--- config.mk ---
export PLATFORM = sky130hd
export DESIGN_NAME = player_bullet_pool
export DESIGN_NICKNAME = d
export VERILOG_FILES = /design/src/rtl/game_pkg.sv /design/src/rtl/player_bullet_slot.sv /design/src/rtl/player_bullet_pool.sv
export SDC_FILE = /design/constraint.sdc
export NUM_CORES = 1
export LEC_CHECK = 0
export CORE_MARGIN = 2
export CORE_UTILIZATION = 35
export CTS_BUF_LIST = sky130_fd_sc_hd__clkbuf_8 sky130_fd_sc_hd__clkbuf_16
export DETAILED_ROUTE_END_ITERATION = 6
export GPL_TIMING_DRIVEN = 0
export PLACE_DENSITY = 0.56
export SLEW_MARGIN = 5
export SYNTH_ARGS = -nofsm -noshare
export SYNTH_HDL_FRONTEND = slang
export SYNTH_SLANG_ARGS = --single-unit
--- constraint.sdc ---
create_clock -name clk -period 5.1 [get_ports clk]
set_clock_uncertainty 0.15 [all_clocks]
set_input_delay 1.02 -clock clk [delete_from_list [all_inputs] [get_ports clk]]
set_output_delay 1.02 -clock clk [all_outputs]
set_load 0.005 [all_outputs]
--- src/rtl/game_pkg.sv ---
// rtl/game_pkg.sv - shared geometry constants and sign-extension helpers for the bullet pool
package game_pkg;

   localparam int N_PBULLET     = 4;
   localparam int FIRE_COOLDOWN = 8;
   localparam int CD_W          = $clog2(FIRE_COOLDOWN);
   localparam int HIT_W         = 3;

   // Geometry is kept at 12-bit signed so sums of an 11-bit coordinate and
   // an offset never wrap before they are compared.
   localparam logic signed [11:0] BULLET_X       = 12'sd4;
   localparam logic signed [11:0] BULLET_Y       = 12'sd4;
   localparam logic signed [11:0] BULLET_STEP_X  = 12'sd8;
   localparam logic signed [11:0] PLAYER_X       = 12'sd16;
   localparam logic signed [11:0] PLAYER_Y       = 12'sd32;
   localparam logic signed [11:0] SQUAT_PLAYER_Y = 12'sd16;
   localparam logic signed [11:0] MAP_X          = 12'sd320;

   function automatic logic signed [11:0] sx11(input logic [10:0] v);
      return {v[10], v};
   endfunction

   function automatic logic signed [11:0] sx10(input logic [9:0] v);
      return {{2{v[9]}}, v};
   endfunction

endpackage

--- src/rtl/player_bullet_slot.sv ---
// rtl/player_bullet_slot.sv - one bullet slot: spawn, move, collide with enemy, despawn at map edge
module player_bullet_slot
   import game_pkg::*;
(
   input  logic        clk,
   input  logic        rst,
   input  logic        i_spawn,
   input  logic [10:0] i_spawn_x,
   input  logic [9:0]  i_spawn_y,
   input  logic [10:0] i_x_enemy,
   input  logic [9:0]  i_y_enemy,
   input  logic        i_enemy_q,
   output logic [10:0] o_x,
   output logic [9:0]  o_y,
   output logic        o_ise,
   output logic        o_collide
);

   logic [10:0]       r_x;
   logic [9:0]        r_y;
   logic              r_ise;

   logic signed [11:0] w_xn;
   logic signed [11:0] w_h;
   logic signed [11:0] w_y;
   logic signed [11:0] w_ye;
   logic               w_in_x;
   logic               w_in_y;
   logic               w_collide;
   logic               w_exit;

   // Next position and enemy/boundary tests, all evaluated on the stepped x
   always_comb begin
      w_xn      = sx11(r_x) + BULLET_STEP_X;
      w_h       = i_enemy_q ? SQUAT_PLAYER_Y : PLAYER_Y;
      w_y       = sx10(r_y);
      w_ye      = sx10(i_y_enemy);
      w_in_x    = (w_xn + BULLET_X) > (sx11(i_x_enemy) - PLAYER_X);
      w_in_y    = !(((w_y - BULLET_Y) > (w_ye + w_h)) ||
                    ((w_y + BULLET_Y) < (w_ye - w_h)));
      w_collide = r_ise && w_in_x && w_in_y;
      w_exit    = r_ise && !w_collide && (w_xn > (MAP_X - BULLET_X));
   end

   // Slot state: spawn loads the muzzle position, flight steps x and clears on hit/exit
   always_ff @(posedge clk or posedge rst) begin
      if (rst) begin
         r_x   <= '0;
         r_y   <= '0;
         r_ise <= 1'b0;
      end else if (i_spawn) begin
         r_x   <= i_spawn_x;
         r_y   <= i_spawn_y;
         r_ise <= 1'b1;
      end else if (r_ise) begin
         r_x <= w_xn[10:0];
         if (w_collide || w_exit) begin
            r_ise <= 1'b0;
         end
      end
   end

   assign o_x       = r_x;
   assign o_y       = r_y;
   assign o_ise     = r_ise;
   assign o_collide = w_collide;

endmodule

--- src/rtl/player_bullet_pool.sv ---
// rtl/player_bullet_pool.sv - player bullet pool: slot allocation, fire cooldown and hit/block pulses
module player_bullet_pool
   import game_pkg::*;
(
   input  logic                    clk,
   input  logic                    rst,
   input  logic                    attack,
   input  logic                    defend,
   input  logic signed [10:0]      xPlayer,
   input  logic signed [9:0]       yPlayer,
   input  logic signed [10:0]      xEnemy,
   input  logic signed [9:0]       yEnemy,
   input  logic                    enemyQ,
   input  logic                    enemyDef,
   output logic signed [10:0]      x [N_PBULLET],
   output logic signed [9:0]       y [N_PBULLET],
   output logic [N_PBULLET-1:0]    isE,
   output logic                    isHit,
   output logic [HIT_W-1:0]        hitCnt,
   output logic                    blocked
);

   logic [CD_W-1:0]      r_cooldown;
   logic                 r_is_hit;
   logic [HIT_W-1:0]     r_hit_cnt;
   logic                 r_blocked;

   logic                 w_fire;
   logic                 w_found;
   logic [N_PBULLET-1:0] w_spawn;
   logic [N_PBULLET-1:0] w_collide;
   logic [N_PBULLET-1:0] w_hit_vec;
   logic [N_PBULLET-1:0] w_block_vec;
   logic [HIT_W-1:0]     w_hit_cnt;
   logic [10:0]          w_spawn_x;

   assign w_fire    = attack && !defend && (r_cooldown == '0) && !(&isE);
   assign w_spawn_x = 11'(sx11(xPlayer) + PLAYER_X + BULLET_X);

   // Lowest-index idle slot per registered isE, so a slot freed this edge waits one edge
   always_comb begin
      w_spawn = '0;
      w_found = 1'b0;
      for (int i = 0; i < N_PBULLET; i++) begin
         if (!isE[i] && !w_found) begin
            w_spawn[i] = w_fire;
            w_found    = 1'b1;
         end
      end
   end

   // Split collisions into damaging hits and shield blocks, and count the hits
   always_comb begin
      w_hit_vec   = w_collide & {N_PBULLET{~enemyDef}};
      w_block_vec = w_collide & {N_PBULLET{enemyDef}};
      w_hit_cnt   = '0;
      for (int i = 0; i < N_PBULLET; i++) begin
         w_hit_cnt = w_hit_cnt + HIT_W'(w_hit_vec[i]);
      end
   end

   genvar g;
   generate
      for (g = 0; g < N_PBULLET; g++) begin : g_slot
         player_bullet_slot u_slot (
            .clk       (clk),
            .rst       (rst),
            .i_spawn   (w_spawn[g]),
            .i_spawn_x (w_spawn_x),
            .i_spawn_y (yPlayer),
            .i_x_enemy (xEnemy),
            .i_y_enemy (yEnemy),
            .i_enemy_q (enemyQ),
            .o_x       (x[g]),
            .o_y       (y[g]),
            .o_ise     (isE[g]),
            .o_collide (w_collide[g])
         );
      end
   endgenerate

   // Fire cooldown: reload on an accepted shot, otherwise count down to zero
   always_ff @(posedge clk or posedge rst) begin
      if (rst) begin
         r_cooldown <= '0;
      end else if (w_fire) begin
         r_cooldown <= CD_W'(FIRE_COOLDOWN - 1);
      end else if (r_cooldown != '0) begin
         r_cooldown <= r_cooldown - 1'b1;
      end
   end

   // Hit/block pulses registered on the same edge that clears the slots
   always_ff @(posedge clk or posedge rst) begin
      if (rst) begin
         r_is_hit  <= 1'b0;
         r_hit_cnt <= '0;
         r_blocked <= 1'b0;
      end else begin
         r_is_hit  <= |w_hit_vec;
         r_hit_cnt <= w_hit_cnt;
         r_blocked <= |w_block_vec;
      end
   end

   assign isHit   = r_is_hit;
   assign hitCnt  = r_hit_cnt;
   assign blocked = r_blocked;

endmodule

## Word level (Yosys, flattened, before mapping)

Index checks and enable logic that the tools add are counted.

- $add $sub $neg: 25
- Multiply operators: 0
- Div/mod/pow operators: 0
- Order comparisons: 16
- Equality and inequality tests: 0
- Shift operators: 0
- Multiplexer cells: 30
- Bitwise logic cells: 3
- Reduce and logical (&&, ||, !) cells: 55

Operator list:

| kind | number |
|---|---|
| 12-bit > comparator | 8 |
| 11-bit two-way mux | 8 |
| 11-bit by 5-bit adder with 12-bit output, second input constant | 4 |
| 12-bit by 4-bit adder with 12-bit output, second input constant | 4 |
| 12-bit by 10-bit > comparator with 1-bit output, second input constant | 4 |
| 12-bit < comparator | 4 |
| 10-bit by 4-bit adder with 11-bit output, second input constant | 4 |
| 10-bit by 4-bit subtractor with 11-bit output, second input constant | 4 |
| 1-bit logical AND | 22 |
| 1-bit two-way mux | 19 |
| 1-bit logical NOT | 15 |
| 11-bit by 6-bit subtractor with 12-bit output, second input constant | 1 |
| 10-bit by 7-bit adder with 11-bit output | 1 |
| 11-bit by 4-bit adder with 11-bit output, second input constant | 1 |
| 11-bit by 6-bit adder with 11-bit output, second input constant | 1 |
| 10-bit by 7-bit subtractor with 11-bit output | 1 |
| 2-bit nonzero test | 5 |
| 4-bit AND | 2 |
| 1-bit logical OR | 8 |
| 4-bit OR reduction | 2 |
| 3-bit two-way mux | 2 |
| 6-bit two-way mux | 1 |
| 4-bit AND reduction | 1 |
| 2-bit by 1-bit adder with 3-bit output | 1 |
| other kinds (6) | 6 |

- Register bits after elaboration: 96
- Latch bits: 0
- Bits in writable memories: 0
- ROM bits: 0
- Input bits: 48
- Output and inout port bits: 93
- Word-level logic and storage cells: 145
- Memories kept: 0

## Depth between registers and ports, before layout

Gate-level depths: netlist (run 1).

- Depth in word-level cells: 13
- Mapped depth: 18
- Depth with buffers taken out: 18

## Modules after synthesis

A second synthesis (run 1) with hierarchy kept.

- Cells, all modules: 1309
- Area, all modules: 11136.9 um^2

By module, submodules not included:

| module | instances | cells each | area each (um^2) |
|---|---|---|---|
| player_bullet_slot at g_slot[0].u_slot ... | 3 | 315 | 2665.1 |
| player_bullet_slot at g_slot[2].u_slot | 1 | 305 | 2553.7 |
| player_bullet_pool | 1 | 59 | 588.1 |

## Least setup slack after synthesis (run 1)

OpenSTA, ideal clock, no wires.

- Path type: input -> register
- Start: input port yEnemy[4]
- End: register r_hit_cnt[1] (netlist: hitCnt[1])
- Arrival: 4.831 ns
- Required time: 4.824 ns
- Slack: -0.007 ns
- Cell stages on the path: 15
- Cell sequence: ha_1 -> inv_1 -> fa_1 -> nand3b_1 -> xor2_1 -> ha_1 -> a21o_1 -> a2111o_1 -> or4_4 -> a311oi_2 -> o2111ai_2 -> nor2_1 -> fa_1 -> ha_1 -> ha_1

- Longest elaborated chain between the ends: 9
- Elaborated cells on any way between the ends: 26

Ends and longest elaborated chain:

| element | line | source |
|---|---|---|
| start: declaration | player_bullet_pool.sv:12 | `input logic signed [9:0] yEnemy,` |
| 10-bit by 7-bit adder with 11-bit output / 10-bit by 7-bit subtractor with 11-bit output (equally long branches) | player_bullet_slot.sv:39, player_bullet_slot.sv:40 |  |
| 12-bit > comparator / 12-bit < comparator (equally long branches) | player_bullet_slot.sv:39, player_bullet_slot.sv:40 |  |
| 1-bit logical OR | player_bullet_slot.sv:39 | `w_in_y = !(((w_y - BULLET_Y) > (w_ye + w_h)) \|\|` |
| 1-bit logical NOT | player_bullet_slot.sv:39 |  |
| 1-bit logical AND | player_bullet_slot.sv:41 | `w_collide = r_ise && w_in_x && w_in_y;` |
| 4-bit AND * | player_bullet_pool.sv:54 | `w_hit_vec = w_collide & {N_PBULLET{~enemyDef}};` |
| 1-bit by 1-bit adder with 2-bit output | player_bullet_pool.sv:58 | `w_hit_cnt = w_hit_cnt + HIT_W'(w_hit_vec[i]);` |
| 2-bit by 1-bit adder with 3-bit output | player_bullet_pool.sv:58 |  |
| 3-bit by 1-bit adder with 3-bit output * | player_bullet_pool.sv:58 |  |
| via w_hit_cnt[1] | player_bullet_pool.sv:34 | `logic [HIT_W-1:0] w_hit_cnt;` |
| end signal: assignment | player_bullet_pool.sv:101 | `r_hit_cnt <= w_hit_cnt;` |
| end: declaration | player_bullet_pool.sv:25 | `logic [HIT_W-1:0] r_hit_cnt;` |

The timed path passes the listed nets; every way through them passes the cells marked *.
A chain may end at the register's enable or synchronous reset.

## Worst setup path after layout (run 1)

- Start: input port enemyQ
- End: register r_hit_cnt[1] (netlist: hitCnt[1])

- Longest elaborated chain between the ends: 10
- Elaborated cells on any way between the ends: 27

Ends and longest elaborated chain:

| element | line | source |
|---|---|---|
| start: declaration | player_bullet_pool.sv:13 | `input logic enemyQ,` |
| 6-bit two-way mux * | player_bullet_slot.sv:35 | `w_h = i_enemy_q ? SQUAT_PLAYER_Y : PLAYER_Y;` |
| 10-bit by 7-bit adder with 11-bit output / 10-bit by 7-bit subtractor with 11-bit output (equally long branches) | player_bullet_slot.sv:39, player_bullet_slot.sv:40 |  |
| 12-bit > comparator / 12-bit < comparator (equally long branches) | player_bullet_slot.sv:39, player_bullet_slot.sv:40 |  |
| 1-bit logical OR | player_bullet_slot.sv:39 |  |
| 1-bit logical NOT | player_bullet_slot.sv:39 |  |
| 1-bit logical AND | player_bullet_slot.sv:41 |  |
| 4-bit AND * | player_bullet_pool.sv:54 |  |
| 1-bit by 1-bit adder with 2-bit output | player_bullet_pool.sv:58 |  |
| 2-bit by 1-bit adder with 3-bit output | player_bullet_pool.sv:58 |  |
| 3-bit by 1-bit adder with 3-bit output * | player_bullet_pool.sv:58 |  |
| via w_hit_cnt[1] | player_bullet_pool.sv:34 |  |

Marks and branches as above.

==> reports/qor.yml, run 1 <==
crit_cells: 16
vias: 8762
synth_area_um2: 9537
fin_crit_sh_pct: 97.52
clkTransAtPathRegs_ns: 0.07
dp_hpwl_mm: 24.19
post-route-min-period_ns: 4.974
num_rows: 60
start_kind: "input port"
grt_use_met1_pct: 29.31
p_comb_share_pct: 57.8
max_slew_margin_pct: 36.12
p_leak_uw: 0.005318
yosysWarnings: 0
ir_drop_mv: 0.2063
antenna_left: 0
max_stage_delay_ns: 0.55
wl_per_cell_um: 18.65
synth_enable_flop_cells: 0
grt_max_degree: 60
area_delta_synth_final_pct: 24.26
worstPathRequired_ns: 5.20
max_freq_mhz: 201.1
top_usage_layer: "met2"
setup_viol: 0
yosys_most_used_dff: "dfrtp_1"
drv_cap: 0
crit_family: "adder cells"
cp.arrival_ns: 5.07
drive_above_1_share_pct: 6.353
p_per_area_nw_per_um2: 400.4
h-tree-depth: 3
wl_mm: 30.17
power.share.sequential_pct: 26.9
cts_buffers: 9
endpoint_kind: "register"
hold_class: "register to register"
use_met3_pct: 2.455
hold_buffers: 0
r2r_start: "g_slot[1].u_slot.o_x[5]"
reg2reg_slack_ns: 0.41
postSynthCellCount: 1112
first_pass_iters: 7
cts_max_path_buffers: 2
critical_path_class: "input port to register"
crit_path_end: "hitCnt[1]"
drt_iter0_markers: 572
tightest_slew_ns: 0.9550
crit_chain: "clkbuf_4 > ha_4 > inv_1 > fa_2 > nand3b_1 > xor2_2 > ha_1 > a21o_1 > a2111o_1 > or4_4 > a311oi_4 > o2111ai_2 > nor2_2 > fa_1 > ha_2 > ha_1"
cts_sinks: 96
synthDistinctLibCells: 69
die_x_um: 169.1
crit_fanout: 5
synth-seq-area-share_pct: 25.19
die_h_um: 169.1
cts_tree: "done"
synth_seq_cells: 96
p_int_uw: 2688
gr-usage-met2_pct: 35.10
final_nets: 1476
reg2regPathDepth: 17
die_area_um2: 28580
gr-usage-all-layers_pct: 21.20
port_buffers: 138
switching_power_uw: 2057
multi_input_area_um2: 6822
syn_nets: 1318
finalHoldViolCount: 0
drc: 0
ys_async_sr_fraction_pct: 100.0
grt-ovfl-total: 0
fillCellCount: 2696
antenna_found_initial: 0
clockPowerShare_pct: 15.3
cpMaxStageDelayCell: "or4_4"
grt_pass1_wl_mm: 47.20
total_power_uw: 4744
io_pins: 141
crit_start: "enemyQ"
status: "finished clean"
crit_buf_inv: 2
crit_path_frequent_cell: "ha_1"
gp_congestion: 0.8669
netSwitchingFraction_pct: 43.35
dpl_cell_area_um2: 11370
finalCoreUtilization_pct: 44.09
core-area_um2: 26880
insertion_delay_ns: 0.36
slew_violations: 0
cts_root_buf: "clkbuf_16"
rsz0062_at_grt: "false"
viasPerCell: 5.415
synth.avg_cell_area_um2: 8.576
initial_core_util_pct: 35.48
hp-start: "g_slot[3].u_slot.o_y[1]"
fin_area_um2: 11850
seqCellArea_um2: 2402
grt_pass1_vias: 8509
rr_endpoint: "hitCnt[1]"
==> cell usage after synthesis (all sizes together) (5+ instances only) <==
cell     count  share of area (%)
ha         155                 20
nand2      108                4.3
dfrtp       96                 25
nor2        76                3.0
xnor2       72                6.6
a21oi       67                3.5
inv         64                2.5
o21ai       59                3.1
nand3       46                2.4
xor2        40                3.7
clkbuf      35                1.4
nand4       22                1.6
mux2        21                2.5
a211oi      19                1.5
a21o        19                1.5
and3        19                1.2
nor3        18               0.94
nand2b      13               0.88
buf         12               0.73
nor2b       10               0.66
o31ai       10               0.79
a21boi       9               0.75
o211ai       9               0.71
nor4         7               0.46
o21a         7               0.55
nand3b       6               0.47
or3          6               0.39
and4         5               0.46
mux2i        5               0.52
o2111ai      5               0.52
o21bai       5               0.39
or2          5               0.33
==> power groups by stage <==
stage / logic (uW) / registers, uW / clock network (uW)
2_1_floorplan: 1760 / 1210 / 0
3_3_place_gp: 2640 / 1280 / 0
3_5_place_dp: 2690 / 1280 / 0
4_1_cts: 2720 / 1270 / 738
5_1_grt: 3090 / 1320 / 772
6_report: 2740 / 1280 / 727
==> routing by layer <==
| layer | wire, um | part of all wire [%] |
|---|---|---|
| met5 | 0 | 0 |
| met4 | 508 | 1.7 |
| met3 | 965 | 3.2 |
| met2 | 14020 | 46 |
| met1 | 14680 | 49 |
==> worst min-delay path by stage <==
stage / endpoint / cells past startpoint
after floorplan: g_slot[3].u_slot.o_y[1] / 2
after global placement: g_slot[3].u_slot.o_y[1] / 2
after global routing: g_slot[2].u_slot.o_y[1] / 1
final: g_slot[3].u_slot.o_y[1] / 2
after CTS: g_slot[3].u_slot.o_y[1] / 2
after detailed placement: g_slot[3].u_slot.o_y[1] / 2
==> state kept, by name, indices dropped and copies added (netlist names) <==
register,count
hitCnt,3
blocked,1
g_slot.u_slot.o_x,44
g_slot.u_slot.o_ise,4
isHit,1
g_slot.u_slot.o_y,40
r_cooldown,3
==> worst register-to-register path, cell delays in order (launching register included) <==
cell and delay, ns:
dfrtp_1 0.50, and3_1 0.19, clkbuf_1 0.22, xnor2_1 0.13, or3_1 0.39, nor2_1 0.17
a21oi_1 0.09, o21a_1 0.21, ha_1 0.32, nand4_1 0.15, nor3_2 0.22, a21boi_1 0.18
o21ai_0 0.19, a211oi_4 0.35, nor2b_1 0.23, fa_1 0.42, ha_2 0.19, ha_1 0.27
==> cell families (layout without fill, tap and decap cells) <==
kind of cell	count (synthesis)	in the layout	synth area share, %
buffers and inverters	111	274	4.631
adders and majority gates	162	162	21.39
DFF	96	96	25.19
other	0	2	0
AOI/OAI and AO/OA	253	253	17.45
muxes	26	26	3.005
xor gates and xnor gates	112	112	10.29
and+or+nand+nor	352	352	18.05
==> metrics by stage <==
| stage | std cells | TNS, ns | setup WS, ns | hold slack [ns] |
|---|---|---|---|---|
| after floorplan | 1112 | 0 | 0.04446 | 0.3477 |
| after global placement | 1591 | -48.63 | -1.088 | 0.3655 |
| after detailed placement | 1592 | -4.180 | -1.185 | 0.3506 |
| after CTS | 1611 | 0 | 0.003608 | 0.3726 |
| after global routing | 1616 | 0 | 0.01783 | 0.3993 |
| final | 1618 | 0 | 0.1263 | 0.3624 |
==> cell type report <==
class / count / area share (%)
multi-input combinational: 905 / 57.57
timing repair buffer: 148 / 12.31
sequential: 96 / 20.27
tap: 341 / 3.600
buffer: 46 / 1.668
inverter: 64 / 2.048
antenna: 2 / 0.04223
clock inverter: 7 / 0.5913
clock buffer: 9 / 1.901
==> what timing repair did <==
| item | 4_1_cts | 5_1_grt |
|---|---|---|
| gates resized for setup | 23 | 12 |
| endpoints found under the hold margin | 0 | 0 |
| pin swaps | 9 | 6 |
| buffers inserted | 3 | 6 |
| gates cloned | 0 | 0 |
| setup endpoints to repair | 3 | 3 |
==> cells in the final DEF (no fill, tap or decap), drive strengths merged, types with 10 or more instances in the layout <==
cell type / Yosys / final
nand2b: 13 / 13
o31ai: 10 / 10
nor2b: 10 / 10
a211oi: 19 / 19
clkdlybuf4s50: 0 / 134
buf: 12 / 23
o21ai: 59 / 59
nand4: 22 / 22
and3: 19 / 19
clkbuf: 35 / 45
dfrtp: 96 / 96
a21o: 19 / 19
mux2: 21 / 21
nor3: 18 / 18
ha: 155 / 155
xnor2: 72 / 72
a21oi: 67 / 67
xor2: 40 / 40
nor2: 76 / 76
inv: 64 / 66
nand3: 46 / 46
nand2: 108 / 108
Power figures use the tool's default switching activity.
==> run 2: changes to the inputs <==
- ABC_AREA: default -> 1
- PLACE_DENSITY: 0.56 -> 0.55
==> run 2 against run 1 <==
Net effect: die area rose by 3.2%; first-iteration DRC count up 2.4%; via count increased by 5.4%; highest routed layer unchanged; synthesized cell count up 24%; sequential cell count is the same; synthesized area is 3.3% higher; cell count is 18% higher; global-route usage is 0.42 points lower; largest cell class unchanged; worst hold slack better by 0.0099 ns.
==> reports/qor.yml, run 2 <==
status: "finished clean"
die_x_um: 171.8
final_common_cell: "nand2_1"
area_delta_synth_final_pct: 24.14
synthDistinctLibCells: 42
insertedDiodeCount: 0
final_nets: 1737
fillCellCount: 2920
r2r_start: "g_slot[0].u_slot.o_x[3]"
drt_iter0_markers: 586
yosysTopAreaCellShare_pct: 24.38
wl_per_cell_um: 15.81
setup_viol: 0
core-area_um2: 27780
ir_drop_mv: 0.2584
cp.arrival_ns: 4.82
initial_core_util_pct: 35.46
syn_nets: 1584
antenna_left: 0
drive_above_1_share_pct: 4.753
hold_class: "register to register"
max_stage_delay_ns: 0.60
yosys_most_used_dff: "dfrtp_1"
cts_tree: "done"
critical_path_class: "input port to register"
io_pins: 141
tns_ns: 0
postSynthCellCount: 1378
tightest_slew_ns: 0.7662
slew_violations: 0
cts_sinks: 96
crit_fanout: 5
wl_mm: 30.26
crit_start: "xEnemy[4]"
cts_root_buf: "clkbuf_16"
layoutNonFillerInstCount: 1914
synth.avg_cell_area_um2: 7.149
netlist.top_cell.by_area: "dfrtp_1"
dpl.cell_count: 1897
p_leak_uw: 0.006347
p_per_area_nw_per_um2: 463.2
grt-ovfl-total: 0
die_h_um: 171.8
max_slew_margin_pct: 48.56
cts_max_path_buffers: 2
largest_reg_flops: 44
hold_buffers: 0
cpMaxStageDelayCell: "clkdlybuf4s50_1"
crit_path_frequent_cell: "ha_1"
synth_enable_flop_cells: 0
grt_max_degree: 58
total_power_uw: 5665
hp-start: "g_slot[2].u_slot.o_y[1]"
finalHoldViolCount: 0
num_rows: 61
gr-usage-all-layers_pct: 20.77
dp_hpwl_mm: 25.05
gp_congestion: 0.9216
grt_pass1_vias: 8552
post-route-min-period_ns: 4.728
synth_seq_cells: 96
finalCoreUtilization_pct: 44.02
synth_area_um2: 9852
synth-seq-area-share_pct: 24.38
endpoint_kind: "register"
crit_chain: "clkdlybuf4s50_1 > inv_1 > ha_1 > nand2_1 > nor3_1 > xnor2_2 > ha_1 > nand2_1 > nor2_1 > nand2_1 > o21ai_0 > inv_1 > nand3_1 > nor2_2 > nand3_1 > inv_1 > fa_1 > ha_1 > ha_1"
yosysWarnings: 0
rsz0062_at_grt: "false"
drv_cap: 0
drc: 0
worstPathRequired_ns: 5.19
yosys-top-cells-count: "nand2_1 (306), inv_1 (241), ha_1 (155)"
viasPerCell: 4.823
ys_async_sr_fraction_pct: 100.0
clkTransAtPathRegs_ns: 0.08
synthMostInstantiatedCell: "nand2_1"
max_freq_mhz: 211.5
cts_buffers: 9
port_buffers: 140
insertion_delay_ns: 0.37
h-tree-depth: 3
final_cell_mix: "nand2_1 (306), inv_1 (239), ha_1 (155), clkdlybuf4s50_1 (139), nor2_1 (109)"
hold_slack_ns: 0.3723
start_kind: "input port"
grt_pass1_wl_mm: 46.82
netlist_top_cells_area: "dfrtp_1 (24%), ha_1 (20%), nand2_1 (12%)"
fin_crit_sh_pct: 92.70
vias: 9232
die_area_um2: 29510
antenna_found_initial: 0
first_pass_iters: 5
## run 2: cell types whose count changed after synthesis, moves of 35 or more
| cell | delta |
|---|---|
| inv_1 | +177 |
| nand2_1 | +198 |
| nor2_1 | +35 |
| o21ai_0 | +40 |
| xnor2_1 | -54 |
| xor2_1 | +41 |
## run 2: path summary, 6_finish.rpt
kind	to	slack, ns	depth (start not counted)
min reg2reg	g_slot[2].u_slot.o_y[1]	0.37	2
max reg2reg	hitCnt[1]	0.67	21
min	g_slot[2].u_slot.o_y[1]	0.37	2
max in group asynchronous	hitCnt[1]	3.18	3
min in group asynchronous	g_slot[2].u_slot.o_x[5]	0.91	2
max	hitCnt[1]	0.37	19
## run 2: cell families (layout without fill, tap and decap cells)
group                    after synthesis  in the layout  synth area share (%)
AND/OR/NAND/NOR                      571            571                 25.01
buffers and inverters                269            427                 10.57
AO/OA/AOI/OAI                        184            184                 10.78
adder cells (fa/ha/maj)              158            158                 20.29
XOR/XNOR                             100            100                 8.966
flip-flops                            96             96                 24.38
## run 2: through the flow
| step | setup WS (ns) | instance area (um2) |
|---|---|---|
| after floorplan | 0.8539 | 9852 |
| after global placement | -0.5191 | 11730 |
| after detailed placement | -0.5475 | 11760 |
| after CTS | 0.05812 | 12120 |
| after global routing | 0.07578 | 12230 |
| final | 0.3723 | 12230 |
## run 2: power by group
part	switching [uW]	leakage [uW]	internal (uW)
combinational	2010	0.00502	1570
clock	350	0.000180	532
sequential	252	0.00115	955
total	2610	0.00635	3060
## run 2: routing by layer
metal	global-route usage, %	vias to the layer above	wire [um]
met2	36.11	210	14450
met5	0	-	0
met3	1.910	34	1159
met4	6.248	0	672
li1	-	4774	-
met1	27.28	4214	13980
## run 2: cell type report
cell class                 instances  area, um2  area share [%]
multi-input combinational       1013       6505           53.19
clock buffer                       9      225.2           1.841
sequential                        96       2402           19.64
timing repair buffer             142       1439           11.76
tap                              378      473.0           3.867
buffer                            21      110.1          0.9003
clock inverter                     7      142.6           1.166
inverter                         248      933.4           7.632
## run 2: worst max-delay path: cells and delay by family
kind | cells | cell delay, ns
buffers and inverters | 4 | 0.91
adder cells (fa/ha/maj) | 5 | 1.44
AO/OA/AOI/OAI | 1 | 0.29
XOR/XNOR | 1 | 0.19
AND/OR/NAND/NOR | 8 | 0.96
## run 2: repair_timing
action | CTS | global route
buffers inserted | 0 | 1
setup endpoints to repair | 2 | 3
pin swaps | 0 | 1
resized for setup | 1 | 19
